==> config.mk <==
export PLATFORM = sky130hd
export DESIGN_NAME = saph_pix_unpack
export DESIGN_NICKNAME = d
export VERILOG_FILES = /design/src/rtl/saph_pkg.sv /design/src/rtl/saph_bit_fifo.sv /design/src/rtl/saph_pix_unpack.sv
export SDC_FILE = /design/constraint.sdc
export NUM_CORES = 1
export LEC_CHECK = 0
export ABC_AREA = 0
export CAP_MARGIN = 0
export CORE_ASPECT_RATIO = 1.25
export CORE_MARGIN = 2
export CORE_UTILIZATION = 35
export CTS_BUF_LIST = sky130_fd_sc_hd__clkbuf_4
export CTS_CLUSTER_SIZE = 28
export DETAILED_ROUTE_END_ITERATION = 16
export HOLD_SLACK_MARGIN = 0.03
export SKIP_LAST_GASP = 1
export SLEW_MARGIN = 10
export SYNTH_ARGS = -nofsm -noshare
export SYNTH_HDL_FRONTEND = slang
export SYNTH_HIERARCHICAL = 1
export SYNTH_SLANG_ARGS = --single-unit
==> constraint.sdc <==
create_clock -name clk -period 11.1 [get_ports clk]
set_clock_uncertainty 0.2 [all_clocks]
set_input_delay 1.665 -clock clk [delete_from_list [all_inputs] [get_ports clk]]
set_output_delay 1.665 -clock clk [all_outputs]
set_load 0.02 [all_outputs]
==> src/rtl/saph_pkg.sv <==
// Shared types and helpers for the saph pixel unpack slice.
//   saph_unpack_state_t : frame state machine encoding (IDLE, RUN)
//   saph_msb_align      : left-justifies the low 'width' bits of a field
//                         inside a pack_w-bit bus, zero filling below
package saph_pkg;

  typedef enum logic [0:0] {
    IDLE = 1'b0,
    RUN  = 1'b1
  } saph_unpack_state_t;

  // Working width of the alignment helper; any pack_width up to this fits.
  localparam int SAPH_ALIGN_W = 64;

  function automatic logic [SAPH_ALIGN_W-1:0] saph_msb_align(
    input logic [SAPH_ALIGN_W-1:0] field,
    input int unsigned             pack_w,
    input int unsigned             width
  );
    logic [SAPH_ALIGN_W-1:0] mask;
    mask = (SAPH_ALIGN_W'(1) << width) - SAPH_ALIGN_W'(1);
    return (field & mask) << (pack_w - width);
  endfunction

endpackage

==> src/rtl/saph_bit_fifo.sv <==
// LSB-first bit shift buffer. Words are appended above the current fill
// point; fields are consumed from bit 0. A consume and an append in the
// same cycle shift first, then place the word at the reduced fill point.
// Bits at and above 'fill' are always zero.
// Ports:
//   clk, rst_n  : clock, asynchronous active-low reset
//   clear       : drop all buffered bits (wins over push/pop)
//   push        : append push_data at the fill point
//   push_data   : word_width-bit word
//   pop         : consume pop_width bits from bit 0
//   pop_width   : number of bits consumed by pop
//   peek        : oldest peek_w bits of the buffer
//   fill        : number of valid bits held (0..depth)
module saph_bit_fifo #(
  parameter int word_width = 32,
  parameter int depth      = 64,
  parameter int pop_w      = 4,
  parameter int peek_w     = 8,
  parameter int fill_w     = $clog2(depth + 1)
) (
  input  logic                  clk,
  input  logic                  rst_n,
  input  logic                  clear,
  input  logic                  push,
  input  logic [word_width-1:0] push_data,
  input  logic                  pop,
  input  logic [pop_w-1:0]      pop_width,
  output logic [peek_w-1:0]     peek,
  output logic [fill_w-1:0]     fill
);

  logic [depth-1:0]  buf_q;
  logic [depth-1:0]  shifted;
  logic [depth-1:0]  word_ext;
  logic [fill_w-1:0] fill_q;
  logic [fill_w-1:0] fill_after;

  always_comb begin
    shifted    = buf_q;
    fill_after = fill_q;
    if (pop) begin
      shifted    = buf_q >> pop_width;
      fill_after = fill_q - fill_w'(pop_width);
    end
    word_ext = '0;
    word_ext[word_width-1:0] = push_data;
  end

  always_ff @(posedge clk or negedge rst_n) begin
    if (!rst_n) begin
      buf_q  <= '0;
      fill_q <= '0;
    end else if (clear) begin
      buf_q  <= '0;
      fill_q <= '0;
    end else if (push) begin
      buf_q  <= shifted | (word_ext << fill_after);
      fill_q <= fill_after + fill_w'(word_width);
    end else begin
      buf_q  <= shifted;
      fill_q <= fill_after;
    end
  end

  assign peek = buf_q[peek_w-1:0];
  assign fill = fill_q;

endmodule

==> src/rtl/saph_pix_unpack.sv <==
// Stream field extractor feeding the variable-width bit expander. Accepts
// word_width-bit memory words, slices them LSB-first into fields of the
// width latched at frame start (fields may straddle words) and emits each
// field MSB-aligned on a pack_width-bit bus. One frame = cfg_count fields.
// Ports:
//   clk, rst_n            : clock, asynchronous active-low reset
//   start                 : one-cycle frame start, ignored while busy
//   cfg_width, cfg_count  : field width / field count, sampled on start
//   busy                  : frame in progress
//   in_data/in_valid/in_ready    : word input handshake
//   out_data/out_width/out_valid/out_ready : field output handshake
// Optional build macro SAPH_PIX_UNPACK_LAST_EN adds:
//   out_last : marks the final field of a frame
//   abort    : ends the current frame next cycle, discarding buffered bits
module saph_pix_unpack #(
  parameter  int word_width = 32,
  parameter  int pack_width = 8,
  parameter  int cnt_width  = 16,
  localparam int pack_exp   = $clog2(pack_width + 1)
) (
  input  logic                  clk,
  input  logic                  rst_n,
  input  logic                  start,
  input  logic [pack_exp-1:0]   cfg_width,
  input  logic [cnt_width-1:0]  cfg_count,
  output logic                  busy,
  input  logic [word_width-1:0] in_data,
  input  logic                  in_valid,
  output logic                  in_ready,
  output logic [pack_width-1:0] out_data,
  output logic [pack_exp-1:0]   out_width,
  output logic                  out_valid,
  input  logic                  out_ready
`ifdef SAPH_PIX_UNPACK_LAST_EN
  ,
  output logic                  out_last,
  input  logic                  abort
`endif
);

  import saph_pkg::*;

  localparam int depth  = 2 * word_width;
  localparam int fill_w = $clog2(depth + 1);
  localparam int bl_w   = cnt_width + pack_exp;

  saph_unpack_state_t state_q, state_d;

  logic [pack_exp-1:0]   width_q;
  logic [cnt_width-1:0]  remaining_q;
  logic [bl_w-1:0]       bits_left_q;
  logic [pack_width-1:0] peek;
  logic [fill_w-1:0]     fill;
  logic                  run;
  logic                  start_ok;
  logic                  abort_now;
  logic                  in_hs;
  logic                  out_hs;
  logic                  last_hs;
  logic                  frame_end;

`ifdef SAPH_PIX_UNPACK_LAST_EN
  assign abort_now = run && abort;
  assign out_last  = out_valid && (remaining_q == cnt_width'(1));
`else
  assign abort_now = 1'b0;
`endif

  assign run      = (state_q == RUN);
  assign busy     = run;
  assign start_ok = start && (cfg_width != '0) &&
                    (cfg_width <= pack_exp'(pack_width)) && (cfg_count != '0);

  // Only words the frame still needs are taken, and only when a full word
  // fits on top of what is buffered.
  assign in_ready  = run && (bits_left_q != '0) &&
                     (fill <= fill_w'(word_width)) && !abort_now;
  assign out_valid = run && (fill >= fill_w'(width_q));

  assign in_hs     = in_valid && in_ready;
  assign out_hs    = out_valid && out_ready && !abort_now;
  assign last_hs   = out_hs && (remaining_q == cnt_width'(1));
  assign frame_end = last_hs || abort_now;

  // The buffer is zero outside a frame, so out_data reads zero when idle.
  assign out_data  = pack_width'(saph_msb_align(SAPH_ALIGN_W'(peek),
                                                unsigned'(pack_width),
                                                32'(width_q)));
  assign out_width = width_q;

  always_ff @(posedge clk or negedge rst_n) begin
    if (!rst_n) state_q <= IDLE;
    else        state_q <= state_d;
  end

  always_comb begin
    state_d = state_q;
    case (state_q)
      IDLE: if (start_ok)  state_d = RUN;
      RUN:  if (frame_end) state_d = IDLE;
      default: state_d = IDLE;
    endcase
  end

  always_ff @(posedge clk or negedge rst_n) begin
    if (!rst_n) begin
      width_q     <= '0;
      remaining_q <= '0;
      bits_left_q <= '0;
    end else if (state_q == IDLE) begin
      if (start_ok) begin
        width_q     <= cfg_width;
        remaining_q <= cfg_count;
        bits_left_q <= bl_w'(cfg_count) * bl_w'(cfg_width);
      end
    end else if (frame_end) begin
      remaining_q <= '0;
      bits_left_q <= '0;
    end else begin
      if (in_hs)
        bits_left_q <= (bits_left_q > bl_w'(word_width)) ?
                       bits_left_q - bl_w'(word_width) : '0;
      if (out_hs)
        remaining_q <= remaining_q - cnt_width'(1);
    end
  end

  saph_bit_fifo #(
    .word_width (word_width),
    .depth      (depth),
    .pop_w      (pack_exp),
    .peek_w     (pack_width),
    .fill_w     (fill_w)
  ) u_fifo (
    .clk        (clk),
    .rst_n      (rst_n),
    .clear      (frame_end),
    .push       (in_hs),
    .push_data  (in_data),
    .pop        (out_hs),
    .pop_width  (width_q),
    .peek       (peek),
    .fill       (fill)
  );

endmodule

======== Word level (Yosys, flattened, before mapping) ========
Cells that the tools add are included.
word-level totals
  bits in registers ....................... 112
  output and inout port bits .............. 15
operators by class
  add/subtract/negate cells ............... 6
  $mul .................................... 1
  $lt $le $gt $ge ......................... 4
  eq/ne operators ......................... 3
  shifts and indexed selects .............. 4
  multiplexer cells ....................... 18
  bitwise gates (word level) .............. 3
  reductions and logical operators ........ 16
operators with widths
  cell                                                            count
  two-way mux 64 bit                                              3
  two-way mux 20 bit                                              5
  AND 8 x 64 -> 64 bit                                            1
  two-way mux 16 bit                                              4
  OR 64 bit                                                       1
  left shift 1 x 4 -> 64 bit, first input constant                1
  left shift 32 x 7 -> 64 bit                                     1
  left shift 64 x 32 -> 8 bit                                     1
  right shift 64 x 4 -> 64 bit                                    1
  subtractor 64 x 2 -> 64 bit, second input constant              1
  two-way mux 7 bit                                               3
  greater-than comparator 20 x 6 -> 1 bit, second input constant  1
  multiplier 16 x 4 -> 20 bit                                     1
  nonzero test 20 bit                                             1
  subtractor 20 x 6 -> 20 bit, second input constant              1
  equality test 16 x 1 -> 1 bit, second input constant            1
  nonzero test 16 bit                                             1
  subtractor 16 x 1 -> 16 bit, second input constant              1
  logical AND 1 bit                                               9
  adder 7 x 6 -> 7 bit, second input constant                     1
  >= comparator 7 x 4 -> 1 bit                                    1
  <= comparator 7 x 6 -> 1 bit, second input constant             1
  subtractor 7 x 4 -> 7 bit                                       1
  != test 3 x 1 -> 1 bit, second input constant                   2
  8 further kinds                                                 11

======== Logic depth before layout (Yosys ltp) ========
  depth in word-level cells ............... 8
  depth in mapped cells ................... 17
  gate-level depth less buffers ........... 13

======== Modules after synthesis ========
The synthesis kept the hierarchy.
by module, submodules not included
  module           times used  cells an instance  area an instance (um2)  seq. area each (um2)
  saph_bit_fifo    1           1069               9170.0                  1776.7
  saph_pix_unpack  1           659                5177.5                  1026.0

======== Worst setup path after synthesis ========
OpenSTA, ideal clock, no wires.
  path type ............................... input to register
  start point ............................. input cfg_width[3]
  end point ............................... register bits_left_q[18]
  arrival ................................. 4.925 ns
  data required time ...................... 10.769 ns
  path slack .............................. 5.844 ns
  stages on the path ...................... 13
  buffers on the path ..................... 1
  cell sequence ........................... clkbuf_1 -> nand2_1 -> fa_1 -> inv_1 -> fa_1 -> fa_1 -> a211oi_1 -> o211ai_1 -> a32oi_1 -> o21ai_0 -> a21oi_1 -> nor4b_1 -> or3_1
on the way
  longest elaborated chain between the ends .. 6
ends and longest elaborated chain
  element                                                                              line                    text
  start, declared                                                                      saph_pix_unpack.sv:24   input logic [pack_exp-1:0] cfg_width,
  parallel branches: the longest is 6 deep, another holds multiplier 16 x 4 -> 20 bit  n/a
  end signal, assigned                                                                 saph_pix_unpack.sv:114  bits_left_q <= bl_w'(cfg_count) * bl_w'(cfg_width);
  end signal, assigned                                                                 saph_pix_unpack.sv:121  bits_left_q <= (bits_left_q > bl_w'(word_width)) ?
  end, declared                                                                        saph_pix_unpack.sv:51   logic [bl_w-1:0] bits_left_q;
Several ways; the timed one is not identified. The select of a mux whose other input is x is not followed.
A chain may end at the register's enable or synchronous reset.

======== Final worst setup path ========
  start point ............................. register width_q[0], in the netlist out_width[0]
  end point ............................... output out_data[6]
on the way
  longest elaborated chain between the ends .. 4
ends and longest elaborated chain
  element                        line                    text
  start, declared                saph_pix_unpack.sv:49   logic [pack_exp-1:0] width_q;
  start signal, assigned         saph_pix_unpack.sv:112  width_q <= cfg_width;
  left shift 1 x 4 -> 64 bit     saph_pkg.sv:21          mask = (SAPH_ALIGN_W'(1) << width) - SAPH_ALIGN_W'(1);
  subtractor 64 x 2 -> 64 bit    saph_pkg.sv:21
  AND 8 x 64 -> 64 bit           saph_pkg.sv:22          return (field & mask) << (pack_w - width);
  left shift 64 x 32 -> 8 bit *  saph_pkg.sv:22
  end, declared                  saph_pix_unpack.sv:30   output logic [pack_width-1:0] out_data,
Mark *: on every way between the ends. The rest lies on a longest branch, timed or not.

==> impl_metrics.yaml <==
outcome:
  status: "completed"
placement:
  port_buffers: 71
  dp_hpwl_um: 37700
  gp_congestion: 0.941
synthesis:
  ys_warn_count: 6
  synthArstFlopShare_pct: 100
  synthDistinctLibCells: 97
  syn_inst: 1728
  ys_seq_elements: 112
  netlist_area_um2: 14300
  ys_seq_area_share_pct: 19.5
  avgSynthCellArea_um2: 8.30
  synth_edf_count: 0
  ys.flop_type: "dfrtp_1"
  syn-num-nets: 1856
global_routing:
  grt_pass1_vias: 13400
  antenna_found_initial: 2
  grt_pass1_wl_um: 79100
  grt-ovfl-total: 0
  track_usage_pct: 23.7
  grt_max_degree: 77
critical_path:
  r2r-start: "out_width[2]"
  critical_path_class: "reg -> out"
  crit_arrival_ns: 4.38
  cp-end-kind: "output pin"
  worstRegToRegCells: 15
  worstSetupStartpointType: "flop"
  cp.required_ns: 9.24
  r2r_end: "u_fifo/buf_q[53]"
  reg2reg_slack_ns: 4.98
  critPathMaxFanout: 32
layout:
  fill_cells: 4139
  nets: 1826
  area_delta_synth_final_pct: 7.47
  post-route-util_pct: 38.2
  layout-drive-gt1-share_pct: 10.7
clocking:
  tritoncts: "yes"
  hold_buffers: 0
  cts_sinks: 112
  path_clk_slew_ns: 0.19
  ctsRootBufferMaster: "clkbuf_4"
  clk_path_buf_depth: 2
  cts_setup_buffers: 0
  h-tree-depth: 3
  worstSkewPairLatency_ns: 0.58
  cts.repair.resized: 0
  cts_made_buffers: 9
sta:
  fmax_mhz: 160
  tns_ns: 0
  finalCritPeriodShare_pct: 56.3
  slew_headroom_pct: 24.7
  final-setup-viol-count: 0
  slew_viol_final: 0
  fin_crit_ns: 6.25
  rsz0062_at_grt: "false"
  hold_ws_ns: 0.317
  finalHoldViolations: 0
  worst_slew_pin_slew_ns: 1.12
job:
  drv_cap: 0
die:
  fp-row-count: 82
  die_y_um: 230
  core_area_um2: 40300
  io_pins: 72
  start_util_pct: 35.6
  die-area_um2: 42600
  die_width_um: 185
hold_path:
  min_from: "bits_left_q[2]"
  hold_class: "reg -> reg"
  holdPathStages: 1
  hold_end: "bits_left_q[2]"
detailed_routing:
  ant_nets: 0
  viasPerCell: 6.16
  vias: 13900
  dr.pass1.iters: 7
  routed_wl_um: 50200
  drt-wirelength-per-cell_um: 22.3
  drtIter0Drc: 1254
  drt_drc_violations_left: 0
[worst max-delay path, cell delays in order (launching register included)]
cell and delay (ns):
dfrtp_4 0.78, inv_2 0.21, ha_1 0.32, ha_1 0.24
nand2_1 0.11, ha_1 0.18, inv_1 0.07, nand3_1 0.09
a21oi_1 0.07, o21ai_0 0.29, o21ai_0 0.21, mux4_2 0.51
and2_1 0.18, clkdlybuf4s50_1 0.53
[per-stage QoR]
step,std cells,cell area [µm²],setup WS [ns]
finish,2251,15400,4.85
global route,2251,15400,4.47
CTS,2249,15400,4.78
detailed placement,2233,15300,4.50
global placement,2233,15300,4.52
floorplan,1728,14300,5.84
[synth_stat cells (6+ instances only)]
cell	count	area [µm²]
o211ai_1	23	173
mux2i_1	108	1080
a221oi_1	7	61.3
a21oi_1	130	651
nor2b_1	11	68.8
inv_1	77	289
nand2_1	207	777
dfrtp_1	112	2800
and2_1	67	419
a211oi_1	42	315
buf_4	13	97.6
mux4_2	80	1800
nor4_1	16	100
xnor2_1	15	131
nand3_1	59	295
o21a_1	7	52.6
fa_1	29	581
buf_1	14	52.6
a31oi_1	16	100
a22oi_1	6	45.0
clkbuf_1	72	270
buf_2	27	135
nor2_1	124	465
mux2_2	26	293
o2bb2ai_1	8	70.1
nand2b_1	16	100
buf_6	8	90.1
o311ai_0	8	70.1
o21ai_0	111	556
a311oi_1	6	52.6
a21o_1	6	45.0
or3_1	17	106
nor3_1	42	210
and3_1	26	163
ha_1	42	526
o22ai_1	28	175
[cell families (layout without fill, tap and decap cells)]
kind of cell | Yosys count | count (layout) | share of synthesized area [%]
muxes | 218 | 218 | 22.6
other | 0 | 2 | 0
adders and majority gates | 71 | 71 | 7.71
DFF | 112 | 112 | 19.5
buffers and inverters | 217 | 192 | 6.67
and+or+nand+nor | 622 | 622 | 21.3
AOI/OAI and AO/OA | 468 | 468 | 21.0
xor gates and xnor gates | 20 | 20 | 1.22
[worst max path at each step]
stage / start / end / cells after the start
5_1_grt: out_width[0] / out_data[6] / 13
6_report: out_width[0] / out_data[6] / 13
4_1_cts: out_width[0] / out_data[2] / 13
3_3_place_gp: out_ready / u_fifo/buf_q[24] / 13
2_1_floorplan: cfg_width[3] / bits_left_q[18] / 13
3_5_place_dp: out_ready / u_fifo/buf_q[24] / 13
[layout make-up]
class,count,area [µm²],share of cell area (%)
repair buffers,93,873,5.66
inverters,83,312,2.02
well taps,546,683,4.43
flip-flops and latches,112,2810,18.2
clock inverters,6,58.8,0.381
diodes,2,5.00,0.0325
clock buffers,10,75.1,0.487
multi-input cells,1399,10600,68.8
[layout by cell type, fill, tap and decap left out, types with 42 or more instances in the layout]
cell type / synthesis / routed
a211oi_1: 42 / 42
a21oi_1: 130 / 130
and2_1: 67 / 67
clkdlybuf4s50_1: 0 / 70
dfrtp_1: 112 / 109
ha_1: 42 / 42
inv_1: 77 / 76
mux2i_1: 108 / 108
mux4_2: 80 / 80
nand2_1: 207 / 207
nand3_1: 59 / 59
nor2_1: 124 / 123
nor3_1: 42 / 42
o21ai_0: 111 / 110
[registers in the layout, summed over array words and instances (netlist names)]
| signal | cells |
|---|---|
| u_fifo/fill | 7 |
| out_width | 4 |
| remaining_q | 16 |
| bits_left_q | 20 |
| u_fifo/buf_q | 64 |
| busy | 1 |
[routing by layer]
layer,wire (µm),global-route usage (%),up-vias
li1,-,-,6334
met1,21500,32.0,6876
met2,24100,39.2,570
met3,2970,2.40,93
met4,1640,8.71,0
met5,0,0,-
Power is left out: the tool's default activity adds up to more than one toggle a clock period on the data nets, which glitch-free logic cannot reach.
